[src/rtl/shift_tx_ctrl.sv]
// Parallel-in, serial-out sequencer for a Load/Shift register: accepts a word over
// valid/ready, loads it once, then steps the register one bit per consumed serial bit.
module shift_tx_ctrl #(
    parameter int   N    = 16,
    parameter logic FILL = 1'b0
) (
    input  logic                 clk,
    input  logic                 reset,
    input  logic                 in_valid,
    input  logic [N-1:0]         in_data,
    output logic                 in_ready,
    input  logic                 bit_stall,
    output logic                 bit_valid,
    output logic                 Load,
    output logic                 Shift,
    output logic [N-1:0]         Din,
    output logic                 Shift_In,
    output logic [$clog2(N)-1:0] bit_idx,
    output logic                 done
);

    localparam int            CW       = $clog2(N);
    localparam logic [CW-1:0] LAST_IDX = CW'(N - 1);

    typedef enum logic {IDLE, SEND} state_t;

    state_t        state;
    logic [CW-1:0] cnt;
    logic          consume;
    logic          last_bit;

    assign Din      = in_data;
    assign Shift_In = FILL;
    assign bit_idx  = cnt;

    // Outputs depend on registered state plus same-cycle in_valid/bit_stall, so a
    // finishing frame can hand straight over to the next word without a bubble.
    always_comb begin
        last_bit  = (cnt == LAST_IDX);
        bit_valid = (state == SEND);
        consume   = bit_valid & ~bit_stall;
        in_ready  = (state == IDLE) | (consume & last_bit);
        Load      = in_valid & in_ready;
        Shift     = consume & ~last_bit;
        done      = consume & last_bit;
    end

    always_ff @(posedge clk) begin
        if (!reset) begin
            state <= IDLE;
            cnt   <= '0;
        end else begin
            case (state)
                IDLE: begin
                    if (Load) begin
                        state <= SEND;
                        cnt   <= '0;
                    end
                end
                SEND: begin
                    if (consume) begin
                        if (last_bit) begin
                            // A new word accepted here restarts the frame at its MSB.
                            state <= Load ? SEND : IDLE;
                            cnt   <= '0;
                        end else begin
                            cnt <= cnt + 1'b1;
                        end
                    end
                end
                default: begin
                    state <= IDLE;
                    cnt   <= '0;
                end
            endcase
        end
    end

endmodule

[config.mk]
export PLATFORM = sky130hd
export DESIGN_NAME = shift_tx_ctrl
export DESIGN_NICKNAME = d
export VERILOG_FILES = /design/src/rtl/shift_tx_ctrl.sv
export SDC_FILE = /design/constraint.sdc
export NUM_CORES = 1
export LEC_CHECK = 0
export ABC_AREA = 1
export CAP_MARGIN = 25
export CORE_UTILIZATION = 28
export CTS_CLUSTER_DIAMETER = 30
export CTS_CLUSTER_SIZE = 24
export DETAILED_ROUTE_END_ITERATION = 12
export GPL_ROUTABILITY_DRIVEN = 0
export PLACE_DENSITY = 0.93
export REMOVE_ABC_BUFFERS = 1
export SETUP_SLACK_MARGIN = 0.15
export SLEW_MARGIN = 20
export SYNTH_ARGS = -nofsm -noshare
export SYNTH_HDL_FRONTEND = slang
export SYNTH_SLANG_ARGS = --single-unit
[constraint.sdc]
create_clock -name clk -period 2.2 [get_ports clk]
set_input_delay 0.55 -clock clk [delete_from_list [all_inputs] [get_ports clk]]
set_output_delay 0.55 -clock clk [all_outputs]
set_load 0.005 [all_outputs]
==> impl_metrics.yaml, run 1 <==
sta:
  fin_tns_setup_ns: 0
  finalCritPeriodShare: 0.898
  max_freq_ghz: 0.506
  fin_skew_ns: 0.00164
  report.final.slew_viol_count: 0
  min_period_ns: 1.98
  rsz0062_at_grt: "no"
  setup-violations-final: 0
  hold_viol_final: 0
worst_setup_path:
  end_kind: "primary output"
  criticalPathCategory: "in -> out"
  worstPathMaxFanout: 2
  cp.arrival_ns: 1.43
  cp_cell_sequence: "dlygate4sd2_1 > o21ai_2 > buf_4 > inv_2 > nor2_2 > dlygate4sd2_1"
  cpPeakStageDelay_ns: 0.26
  crit_path_start_kind: "input pin"
  slowest_stage: "dlygate4sd2_1"
  cp.required_ns: 1.65
  crit_top_cell: "dlygate4sd2_1"
final_layout:
  final_util: 0.387
  nNetsFinal: 87
  drive_gt1_frac: 0.354
  mostFrequentLayoutCells: "8 x nand2_1, 8 x buf_4, 7 x clkdlybuf4s50_1"
  areaGrowthSynthToFinish_pct: 25.9
  num-fill-cells: 140
  final_cell_count_no_fill: 80
  fin_area_um2: 517
  antenna_cells: 0
pwr:
  power_w: 0.000245
  combPwrFrac: 0.195
  clkPwrFrac: 0.406
  internal_power_w: 0.000190
  ir_drop_mv: 0.216
  power.leakage_nw: 0.246
  switching_power_w: 0.0000553
  p_sw_frac: 0.226
  seqPwrFrac: 0.400
  powerDensity_nw_per_um2: 474
routing:
  drt-total-wl_um: 999
  drc: 0
  wl_per_cell_um: 12.5
  ant_nets: 0
  detail_route.first_pass.iterations: 3
  vias: 356
  viasPerCell: 4.45
  drt_iter0_markers: 4
yosys:
  synth_top_family_by_area: "buffers and inverters"
  ys_ff_latch: 5
  synth.distinct_cells: 17
  synth_top_cell_by_area: "buf_4"
  synthMuxAreaShare: 0
  synth-simple-area-share: 0.213
  syn_avg_cell_area_um2: 7.08
  synth.top_cell.area_share: 0.311
  synthXorXnorAreaFrac: 0
  syn_inst: 58
  yosys-top-cells-area: "buf_4 31%, dfxtp_1 24%, nand2_1 7.3%"
  synth_fa_ha_area_frac: 0.0305
  synth_compound_area_frac: 0.110
  syn_area_um2: 410
  yosys_warnings: 0
  seq_area_frac_synth: 0.244
die:
  die_x_um: 40.3
  die_h_um: 40.3
  rows: 13
  initial_core_util: 0.308
  ioPinCount: 46
  design.die.area_um2: 1620
  design.core.area_um2: 1330
placed_design:
  placedCellCount: 73
  dp_hpwl_um: 801
  io_buffers: 12
  place_area_um2: 459
run:
  drv_cap: 0
clock_network:
  cts_tree: "built"
  cts_buffers: 3
  clockBufferDepth: 2
  clock_sinks: 5
  htreeDepth: 1
  clock_latency_ns: 0.23
  root_buffer: "clkbuf_4"
  path_clk_slew_ns: 0.04
grt:
  grt_remaining_overflow: 0
  grt_use_total: 0.134
  antenna_found_initial: 0
  grt_first_pass_wirelength_um: 1410
  grt_pass1_vias: 359
  grt_start_max_net_pins: 7
worst_hold_path:
  hold_path_class: "reg -> reg"
run_status:
  status: "finished clean"
==> what timing repair did <==
| item | CTS | global route |
|---|---|---|
| pin swaps | 2 | 2 |
| buffers inserted | 2 | 1 |
| hold buffers | 0 | 0 |
| gates resized for setup | 6 | 3 |
| cloned | 0 | 0 |
| setup endpoints to repair | 4 | 1 |
==> power groups by stage <==
stage	combinational (W)	sequential (W)	clock [W]
floorplan	0.0000172	0.0000992	0
global placement	0.0000451	0.0000978	0
detailed placement	0.0000464	0.0000981	0
CTS	0.0000453	0.0000966	0.000104
global route	0.0000530	0.0000980	0.000111
finish	0.0000476	0.0000979	0.0000994
==> critical path, delay by kind of cell <==
family                 cells  cell delay (ns)
AOI/OAI and AO/OA          1             0.16
buffers and inverters      4             0.65
and+or+nand+nor            1             0.06
==> synth_stat cells, drive strengths merged <==
cell type  number
a21oi           5
buf            17
conb            1
dfxtp           5
ha              1
inv             9
nand2          10
nand3           4
nand4           1
nor2            3
o21a            1
o21ai           1
==> routing by layer <==
| layer | GRT usage | routed length [um] |
|---|---|---|
| met4 | 0.0500 | 0 |
| met5 | 0.125 | 0 |
| met3 | 0.139 | 155 |
| met2 | 0.185 | 453 |
| met1 | 0.122 | 390 |
==> per-stage QoR <==
stage                     hold WS (ns)  worst slack [ns]
after detailed placement         0.535            -0.167
after global routing             0.562             0.136
final                            0.541             0.225
after global placement           0.532            -0.130
after CTS                        0.542             0.162
after floorplan                  0.496             0.632
==> worst paths after layout <==
| path | from | endpoint | slack (ns) | depth (start not counted) |
|---|---|---|---|---|
| worst min-delay path | bit_idx[3]$_SDFFE_PN0P_ | bit_idx[3]$_SDFFE_PN0P_ | 0.54 | 2 |
| worst min register to register | bit_idx[3]$_SDFFE_PN0P_ | bit_idx[3]$_SDFFE_PN0P_ | 0.54 | 2 |
| worst max register to register | bit_idx[0]$_SDFFE_PN0P_ | bit_idx[0]$_SDFFE_PN0P_ | 1.08 | 6 |
| worst max-delay path | bit_stall | Load | 0.22 | 6 |
==> sequential cells by signal, summed over array words and instances, names as in the netlist <==
signal     cells
bit_valid      1
bit_idx        4
==> logic make-up (layout without fill, tap and decap cells) <==
family	Yosys count	after routing
buffers and inverters	26	33
AND/OR/NAND/NOR	18	18
AO/OA/AOI/OAI	7	7
flip-flops	5	5
adder cells (fa/ha/maj)	1	1
other	1	1
==> area by class of cell <==
cell class                      count  area (um^2)  share of cell area
Tap cell                           15         18.8              0.0363
Timing Repair Buffer               20          174               0.337
Multi-Input combinational cell     27          161               0.312
Sequential cell                     5          103               0.199
Inverter                            9         33.8              0.0654
Clock buffer                        4         26.3              0.0508
Note: power is estimated with default switching activity, not from simulation.
==> inputs of run 2 (changes only) <==
- CORE_AREA: not set -> 2 2 39 41
- CORE_UTILIZATION: 28 -> not set
- DIE_AREA: not set -> 0 0 41 43
- DONT_BUFFER_PORTS: not set -> 1
- PLACE_DENSITY: 0.93 -> 0.55
==> run 2 against run 1 <==
  * Core utilization fell by 15 points
  * Final cell count fell by 24%
  * Largest cell class is now multi-input combinational cells
  * Sequential power barely moved
  * Critical path depth down 1
  * Critical path type is now reg -> out
  * Routed wire length down 15%
==> impl_metrics.yaml, run 2 (synthesis gave the netlist of run 1 again) <==
grt:
  antenna_found_initial: 0
  grt_pass1_vias: 270
  grt_use_total: 0.106
  grt_start_max_net_pins: 7
  grt_remaining_overflow: 0
  grt_first_pass_wirelength_um: 1160
final_layout:
  nNetsFinal: 67
  mostFrequentLayoutCells: "8 x nand2_1, 6 x inv_1, 5 x dfxtp_1"
  antenna_cells: 0
  largest_register_ffs: 4
  final_util: 0.238
  final_common_cell: "nand2_1"
  fin_area_um2: 329
  areaGrowthSynthToFinish_pct: -19.8
  drive_gt1_frac: 0.267
sta:
  whs_ns: 0.442
  rsz0062_at_grt: "no"
  setup-violations-final: 0
  finalCritPeriodShare: 0.870
  fin_tns_setup_ns: 0
  report.final.slew_viol_count: 0
  hold_viol_final: 0
  min_period_ns: 1.91
  fin_skew_ns: 0.00428
  max_freq_ghz: 0.522
clock_network:
  postCtsSetupRepairBufs: 0
  root_buffer: "clkbuf_4"
  clockBufferDepth: 2
  ctsHoldBuffers: 0
  cts_buffers: 3
  clock_latency_ns: 0.24
  cts_tree: "built"
  htreeDepth: 1
  clock_sinks: 5
  ctsResizeCount: 0
  path_clk_slew_ns: 0.05
pwr:
  powerDensity_nw_per_um2: 684
  power_w: 0.000225
  power.leakage_nw: 0.150
  ir_drop_mv: 0.280
placed_design:
  place_area_um2: 303
  dp_hpwl_um: 684
  io_buffers: 0
worst_setup_path:
  startpoint: "bit_idx[0]$_SDFFE_PN0P_"
  r2r_start: "bit_idx[0]$_SDFFE_PN0P_"
  end_kind: "primary output"
  slowest_stage: "dfxtp_1"
  cp.required_ns: 1.65
  crit_path_start_kind: "flop"
  cp_cell_sequence: "ha_1 > nand3_2 > o21ai_2 > inv_2 > nor2_2"
  cpPeakStageDelay_ns: 0.43
  cp.arrival_ns: 1.36
  criticalPathCategory: "reg -> out"
  worstPathMaxFanout: 6
die:
  die_h_um: 43
  die_x_um: 41
  design.core.area_um2: 1380
  initial_core_util: 0.297
  design.die.area_um2: 1760
  rows: 14
  ioPinCount: 46
routing:
  drc: 0
  detail_route.first_pass.iterations: 4
  viasPerCell: 4.70
  vias: 287
  drt_iter0_markers: 9
  ant_nets: 0
  drt-total-wl_um: 849
  wl_per_cell_um: 13.9
run_status:
  status: "finished clean"
worst_hold_path:
  hold_path_class: "in -> reg"
  hold_start: "reset"
run:
  drv_cap: 0
-- run 2: final cells by class --
type	instances	area (um^2)
clock buffer	4	26.3
tap	16	20.0
multi-input combinational	27	149
inverter	9	33.8
fill	163	1050
sequential	5	100
-- run 2: metrics by stage --
step / setup slack [ns] / cells
6_report: 0.285 / 61
3_5_place_dp: 0.532 / 57
5_1_grt: 0.157 / 61
2_1_floorplan: 0.632 / 41
3_3_place_gp: 0.549 / 57
4_1_cts: 0.258 / 61
-- run 2: per-layer routing --
| layer | wire length (um) | track usage | vias to the layer above |
|---|---|---|---|
| met3 | 210 | 0.215 | 2 |
| met5 | 0 | 0.167 | - |
| met4 | 13 | 0.0200 | 0 |
| met1 | 314 | 0.0984 | 119 |
| met2 | 310 | 0.0844 | 29 |
| li1 | - | - | 137 |
-- run 2: worst max-delay path: cells and delay by family, from the launching register on --
family | cells | cell delay [ns]
adder cells (fa/ha/maj) | 1 | 0.24
AND/OR/NAND/NOR | 2 | 0.20
flip-flops | 1 | 0.43
AO/OA/AOI/OAI | 1 | 0.20
buffers and inverters | 1 | 0.05
-- run 2: final timing paths --
kind                            cells past startpoint  slack [ns]                      end
worst max register to register                      5        1.00  bit_idx[0]$_SDFFE_PN0P_
worst min-delay path                                2        0.44  bit_idx[2]$_SDFFE_PN0P_
worst max-delay path                                5        0.29                     Load
worst min register to register                      2        0.54  bit_idx[1]$_SDFFE_PN0P_
-- run 2: power breakdown --
part | switching [W] | internal [W] | leakage, nW
Sequential | 0.00000438 | 0.0000938 | 0.0408
Combinational | 0.0000130 | 0.00000678 | 0.0947
Clock | 0.0000384 | 0.0000686 | 0.0150
==> inputs of run 3 (changes only) <==
- SKIP_LAST_GASP: not set -> 1
==> results of run 3 <==
No change in the layout: final DEF, timing and power equal those of run 2.
